<file path="src/rtl/pipe_ctrl_pkg.sv">
// rtl/pipe_ctrl_pkg.sv - Y86-64 icode/stat/register constants and pipe_ctrl state encoding
package pipe_ctrl_pkg;

    localparam int NIBBLE = 4;

    localparam logic [NIBBLE-1:0] INOP    = 4'h1;
    localparam logic [NIBBLE-1:0] IMRMOVQ = 4'h5;
    localparam logic [NIBBLE-1:0] IOPQ    = 4'h6;
    localparam logic [NIBBLE-1:0] IJXX    = 4'h7;
    localparam logic [NIBBLE-1:0] IRET    = 4'h9;
    localparam logic [NIBBLE-1:0] IPOPQ   = 4'hB;

    localparam logic [NIBBLE-1:0] RNONE   = 4'hF;

    localparam logic [NIBBLE-1:0] SAOK    = 4'h1;
    localparam logic [NIBBLE-1:0] SHLT    = 4'h2;
    localparam logic [NIBBLE-1:0] SADR    = 4'h3;
    localparam logic [NIBBLE-1:0] SINS    = 4'h4;

    typedef enum logic {
        PC_RUN  = 1'b0,
        PC_HALT = 1'b1
    } pc_state_e;

    function automatic logic is_exc(input logic [NIBBLE-1:0] s);
        return (s == SADR) || (s == SINS) || (s == SHLT);
    endfunction

endpackage

</file>
<file path="src/rtl/sat_counter.sv">
// rtl/sat_counter.sv - saturating up-counter with synchronous clear
module sat_counter #(
    parameter int CNT_W = 32
) (
    input  logic             clk_i,
    input  logic             clr_i,
    input  logic             inc_i,
    output logic [CNT_W-1:0] cnt_o
);

    logic [CNT_W-1:0] cnt_q;
    logic [CNT_W-1:0] cnt_d;

    always_comb begin
        cnt_d = cnt_q;
        if (inc_i && (cnt_q != {CNT_W{1'b1}})) begin
            cnt_d = cnt_q + CNT_W'(1);
        end
    end

    always_ff @(posedge clk_i) begin
        if (clr_i) begin
            cnt_q <= '0;
        end else begin
            cnt_q <= cnt_d;
        end
    end

    assign cnt_o = cnt_q;

endmodule

</file>
<file path="src/rtl/pipe_ctrl.sv">
// rtl/pipe_ctrl.sv - Y86-64 hazard control, RUN/HALT status machine and performance counters
module pipe_ctrl
    import pipe_ctrl_pkg::*;
#(
    parameter int CNT_W = 32
) (
    input  logic             clk_i,
    input  logic             rst_i,
    input  logic [3:0]       D_icode_i,
    input  logic [3:0]       d_srcA_i,
    input  logic [3:0]       d_srcB_i,
    input  logic [3:0]       E_icode_i,
    input  logic [3:0]       E_dstM_i,
    input  logic             e_Cnd_i,
    input  logic [3:0]       M_icode_i,
    input  logic [3:0]       m_stat_i,
    input  logic [3:0]       W_icode_i,
    input  logic [3:0]       W_stat_i,
    output logic             F_stall_o,
    output logic             D_stall_o,
    output logic             D_bubble_o,
    output logic             E_bubble_o,
    output logic             M_bubble_o,
    output logic             W_stall_o,
    output logic             set_cc_o,
    output logic             halted_o,
    output logic [3:0]       cpu_stat_o,
    output logic [CNT_W-1:0] cycle_cnt_o,
    output logic [CNT_W-1:0] instr_cnt_o,
    output logic [CNT_W-1:0] lu_cnt_o,
    output logic [CNT_W-1:0] misp_cnt_o,
    output logic [CNT_W-1:0] ret_cnt_o
);

    pc_state_e  state_q, state_d;
    logic       halted_q, halted_d;
    logic [3:0] cpu_stat_q, cpu_stat_d;

    logic loaduse, ret_haz, misp, m_exc, w_exc;
    logic run, use_run_eq;

    always_comb begin
        loaduse = ((E_icode_i == IMRMOVQ) || (E_icode_i == IPOPQ))
                  && (E_dstM_i != RNONE)
                  && ((E_dstM_i == d_srcA_i) || (E_dstM_i == d_srcB_i));
        ret_haz = (D_icode_i == IRET) || (E_icode_i == IRET) || (M_icode_i == IRET);
        misp    = (E_icode_i == IJXX) && !e_Cnd_i;
        m_exc   = is_exc(m_stat_i);
        w_exc   = is_exc(W_stat_i);
    end

    assign run = (state_q == PC_RUN);
    // While reset is held the pipeline sees RUN behaviour even if the state is still HALT.
    assign use_run_eq = run || rst_i;

    always_comb begin
        F_stall_o  = 1'b1;
        D_stall_o  = 1'b1;
        D_bubble_o = 1'b0;
        E_bubble_o = 1'b0;
        M_bubble_o = 1'b0;
        W_stall_o  = 1'b1;
        set_cc_o   = 1'b0;
        if (use_run_eq) begin
            F_stall_o  = loaduse || ret_haz;
            D_stall_o  = loaduse;
            D_bubble_o = misp || (ret_haz && !loaduse);
            E_bubble_o = misp || loaduse;
            M_bubble_o = m_exc || w_exc;
            W_stall_o  = w_exc;
            set_cc_o   = (E_icode_i == IOPQ) && !m_exc && !w_exc;
        end
    end

    always_comb begin
        state_d    = state_q;
        halted_d   = halted_q;
        cpu_stat_d = cpu_stat_q;
        if (run && w_exc) begin
            state_d    = PC_HALT;
            halted_d   = 1'b1;
            cpu_stat_d = W_stat_i;
        end
    end

    always_ff @(posedge clk_i) begin
        if (rst_i) begin
            state_q    <= PC_RUN;
            halted_q   <= 1'b0;
            cpu_stat_q <= SAOK;
        end else begin
            state_q    <= state_d;
            halted_q   <= halted_d;
            cpu_stat_q <= cpu_stat_d;
        end
    end

    assign halted_o   = halted_q;
    assign cpu_stat_o = cpu_stat_q;

    sat_counter #(.CNT_W(CNT_W)) u_cycle_cnt (
        .clk_i (clk_i),
        .clr_i (rst_i),
        .inc_i (run),
        .cnt_o (cycle_cnt_o)
    );

    sat_counter #(.CNT_W(CNT_W)) u_instr_cnt (
        .clk_i (clk_i),
        .clr_i (rst_i),
        .inc_i (run && (W_stat_i == SAOK) && (W_icode_i != INOP)),
        .cnt_o (instr_cnt_o)
    );

    sat_counter #(.CNT_W(CNT_W)) u_lu_cnt (
        .clk_i (clk_i),
        .clr_i (rst_i),
        .inc_i (run && loaduse),
        .cnt_o (lu_cnt_o)
    );

    sat_counter #(.CNT_W(CNT_W)) u_misp_cnt (
        .clk_i (clk_i),
        .clr_i (rst_i),
        .inc_i (run && misp),
        .cnt_o (misp_cnt_o)
    );

    sat_counter #(.CNT_W(CNT_W)) u_ret_cnt (
        .clk_i (clk_i),
        .clr_i (rst_i),
        .inc_i (run && ret_haz && !loaduse),
        .cnt_o (ret_cnt_o)
    );

endmodule

</file>
<file path="config.mk">
export PLATFORM = sky130hd
export DESIGN_NAME = pipe_ctrl
export DESIGN_NICKNAME = d
export VERILOG_FILES = /design/src/rtl/pipe_ctrl_pkg.sv /design/src/rtl/sat_counter.sv /design/src/rtl/pipe_ctrl.sv
export SDC_FILE = /design/constraint.sdc
export NUM_CORES = 1
export LEC_CHECK = 0
export CAP_MARGIN = 15
export CORE_MARGIN = 2
export CORE_UTILIZATION = 44
export CTS_CLUSTER_DIAMETER = 60
export CTS_CLUSTER_SIZE = 30
export DETAILED_ROUTE_END_ITERATION = 16
export PLACE_DENSITY = 0.81
export SLEW_MARGIN = 15
export SYNTH_ARGS = -nofsm -noshare
export SYNTH_HDL_FRONTEND = slang
export SYNTH_SLANG_ARGS = --single-unit
</file>
<file path="constraint.sdc">
create_clock -name clk_i -period 2.6 [get_ports clk_i]
set_clock_uncertainty 0.1 [all_clocks]
set_input_delay 0.39 -clock clk_i [delete_from_list [all_inputs] [get_ports clk_i]]
set_output_delay 0.39 -clock clk_i [all_outputs]
set_load 0.01 [all_outputs]
</file>
==> results of run 1 <==
synth_stat cells, types with 2 or more instances:
library cell / instances / area (sq um)
a211oi_1: 3 / 22.5
a21o_1: 2 / 15.0
a21oi_1: 44 / 220
and2_1: 8 / 50.1
and3_1: 34 / 213
and4_1: 17 / 149
clkbuf_1: 32 / 120
dfxtp_1: 165 / 3300
ha_1: 5 / 62.6
inv_1: 14 / 52.6
mux2_2: 4 / 45.0
mux2i_1: 7 / 70.1
nand2_1: 63 / 236
nand2b_1: 2 / 12.5
nand3_1: 61 / 305
nand3b_1: 4 / 30.0
nand4_1: 59 / 369
nand4b_1: 4 / 35.0
nor2_1: 143 / 537
nor2b_1: 9 / 56.3
nor3_1: 19 / 95.1
nor3b_1: 8 / 60.1
nor4_1: 16 / 100
nor4b_1: 5 / 43.8
nor4bb_1: 4 / 40.0
o211ai_1: 3 / 22.5
o21ai_0: 33 / 165
o31ai_1: 12 / 90.1
or2_2: 2 / 12.5
or3_1: 33 / 206
or4_1: 16 / 120
xnor2_1: 42 / 368
xor2_1: 73 / 639
logic make-up (layout without fill, tap and decap cells):
kind of cell / count (synthesis) / count (layout) / share of synthesized area [%]
DFF: 165 / 165 / 41.0
buffers and inverters: 50 / 324 / 2.45
adders and majority gates: 5 / 5 / 0.776
muxes: 11 / 11 / 1.43
AOI/OAI and AO/OA: 109 / 109 / 7.96
xor gates and xnor gates: 115 / 115 / 12.5
and+or+nand+nor: 514 / 514 / 33.9
flip-flops by register name, indices dropped and copies added (netlist names):
name	count
u_cycle_cnt.cnt_o	32
halted_o	1
cpu_stat_o	4
u_ret_cnt.cnt_o	32
u_lu_cnt.cnt_o	32
u_misp_cnt.cnt_o	32
u_instr_cnt.cnt_o	32
final timing paths:
check / from / to / slack [ps] / cells after the start
max: e_Cnd_i / u_misp_cnt.cnt_o[29]$_SDFFE_PP0P_ / 60 / 7
min: rst_i / halted_o$_SDFFE_PP0P_ / 230 / 3
max reg2reg: u_ret_cnt.cnt_o[1]$_SDFFE_PP0P_ / u_ret_cnt.cnt_o[13]$_SDFFE_PP0P_ / 120 / 8
min reg2reg: cpu_stat_o[2]$_SDFFE_PP0P_ / cpu_stat_o[2]$_SDFFE_PP0P_ / 400 / 2
layer usage:
metal  vias up  routed length (um)
met2       294               11400
met1      3921               10300
met4         0                 350
met3        27                1980
li1       3997                   -
met5         -                   0
area by class of cell:
cell class | instances | area [sq um]
tap | 229 | 287
timing repair buffer | 278 | 2660
clock buffer | 18 | 439
fill | 1458 | 6390
clock inverter | 14 | 173
multi-input combinational | 754 | 4660
inverter | 14 | 52.6
sequential | 165 | 3300
tightest hold or removal path: cells and delay by family:
family | cells | cell delay, ps
simple gates | 1 | 120
compound gates | 1 | 80
buf+inv | 1 | 110
through the flow:
| step | worst slack, ps | instance area [sq um] | setup TNS [ps] | hold WS, ps | total power [W] |
|---|---|---|---|---|---|
| finish | 62.2 | 11600 | 0 | 226 | 0.00551 |
| global placement | -552 | 10800 | -23460 | 384 | 0.00291 |
| global route | -2.44 | 11600 | -2.44 | 243 | 0.00567 |
| CTS | -7.31 | 11500 | -7.31 | 219 | 0.00553 |
| detailed placement | -596 | 10800 | -27660 | 390 | 0.00291 |
| floorplan | -116 | 8070 | -346 | 386 | 0.00273 |
where the power goes:
part | switching [W] | internal, W | leakage [nW] | total, W
combinational | 0.000155 | 0.000161 | 2.45 | 0.000317
clock | 0.00109 | 0.00155 | 0.297 | 0.00264
sequential | 0.0000127 | 0.00254 | 1.33 | 0.00255
timing repair:
action | in CTS | in global routing
resized for setup | 19 | 22
setup buffers | 1 | 0
pin swaps | 5 | 4
gates cloned | 0 | 1
setup endpoints to repair | 29 | 29
==> metrics.cfg, run 1 <==
[die]
num_io_pins=211
die_y_um=139
row_count=49
die_x_um=139
initial_utilization_pct=44.9
die_area_sq_um=19400
core_sq_um=18000

[pwr]
peakVddDrop_uv=439
p_leak_nw=4.07
power.density_nw_per_um2=476

[critical_path]
crit_path_top_delay_cell=or4_4
cp-end-kind=register
crit_buf_inv=1
cp_top_family=simple AND/OR/NAND/NOR gates
cp.arrival_ps=2790
crit_type=primary input to register
crit_chain=clkdlybuf4s50_1 > nand4bb_4 > or4_4 > or4_4 > or2_4 > or4_4 > a21oi_2
worstPathMaxFanout=6
required_ps=2850
worstSetupStartpointType=primary input
critPathMaxStageDelay_ps=480
cpMostUsedCell=or4_4

[place]
dp_hpwl_um=17100
portBuffers=210
place_inst=1438
gp_congestion=0.866

[clock_network]
root_buffer=clkbuf_16
cts_tree=yes
clkSinkCount=165
cts_max_level=4
cts_max_path_buffers=2
postCtsHoldBufs=0
clk_latency_ps=430
clk_pin_slew_ps=70
cts_buffers=17

[drt]
via_count=8239
postRouteAntennaNets=0
drt_iter0_drc=561
vias_per_cell=5.60
dr.pass1.iters=5
wl_per_cell_um=16.3
drcViolationCount=0
wl_um=24100

[synthesis]
synth_edf_count=0
yosys_most_used_dff=dfxtp_1
synth-async-reset-ratio_pct=0
ys_types=56
yosysWarnings=0
synth_nets=1013
syn_inst=969
ys_seq_elements=165
yosysSeqAreaShare_pct=41.0
syn_area_per_cell_sq_um=8.32
syn_area_sq_um=8060

[timing]
maxSlewViolCount=0
finalSetupViolCount=0
final_hold_viol_count=0
period_share_pct=97.6
fmax_mhz=394
final.min_clock_period_ps=2540
worstMarginPinSlew_ps=777
timing.slew.headroom_pct=48.2

[global_routing]
grt_busiest_layer=met2
grt_overflow=0
grt_usage_pct=23.8
met3_usage_pct=6.50
grt_pass1_wl_um=38800
antenna_found_initial=0
grt_start_max_net_pins=174
grt_pass1_vias=7697
use_met2_pct=39.7
use_met1_pct=30.1

[layout]
fin_nets=1274
area_growth_pct=43.6
utilization_pct=64.4
antenna_cells=0
fin_cells=1472
final_cell_mix=194 x clkdlybuf4s50_1, 165 x dfxtp_1, 143 x nor2_1
mostFrequentLayoutCell=clkdlybuf4s50_1
drive_above_1_share_pct=10.5

[min_path]
hp-class=primary input to register

[outcome]
status=finished, final reports clean

[flow_run]
drv_cap=0

(Power assumes the default switching activity.)
==> run 2, diff against run 1 <==
- CTS_CLUSTER_DIAMETER: 60 -> 100
==> results of run 2 <==
The final DEF is identical to that of run 1; final timing and power are the same.
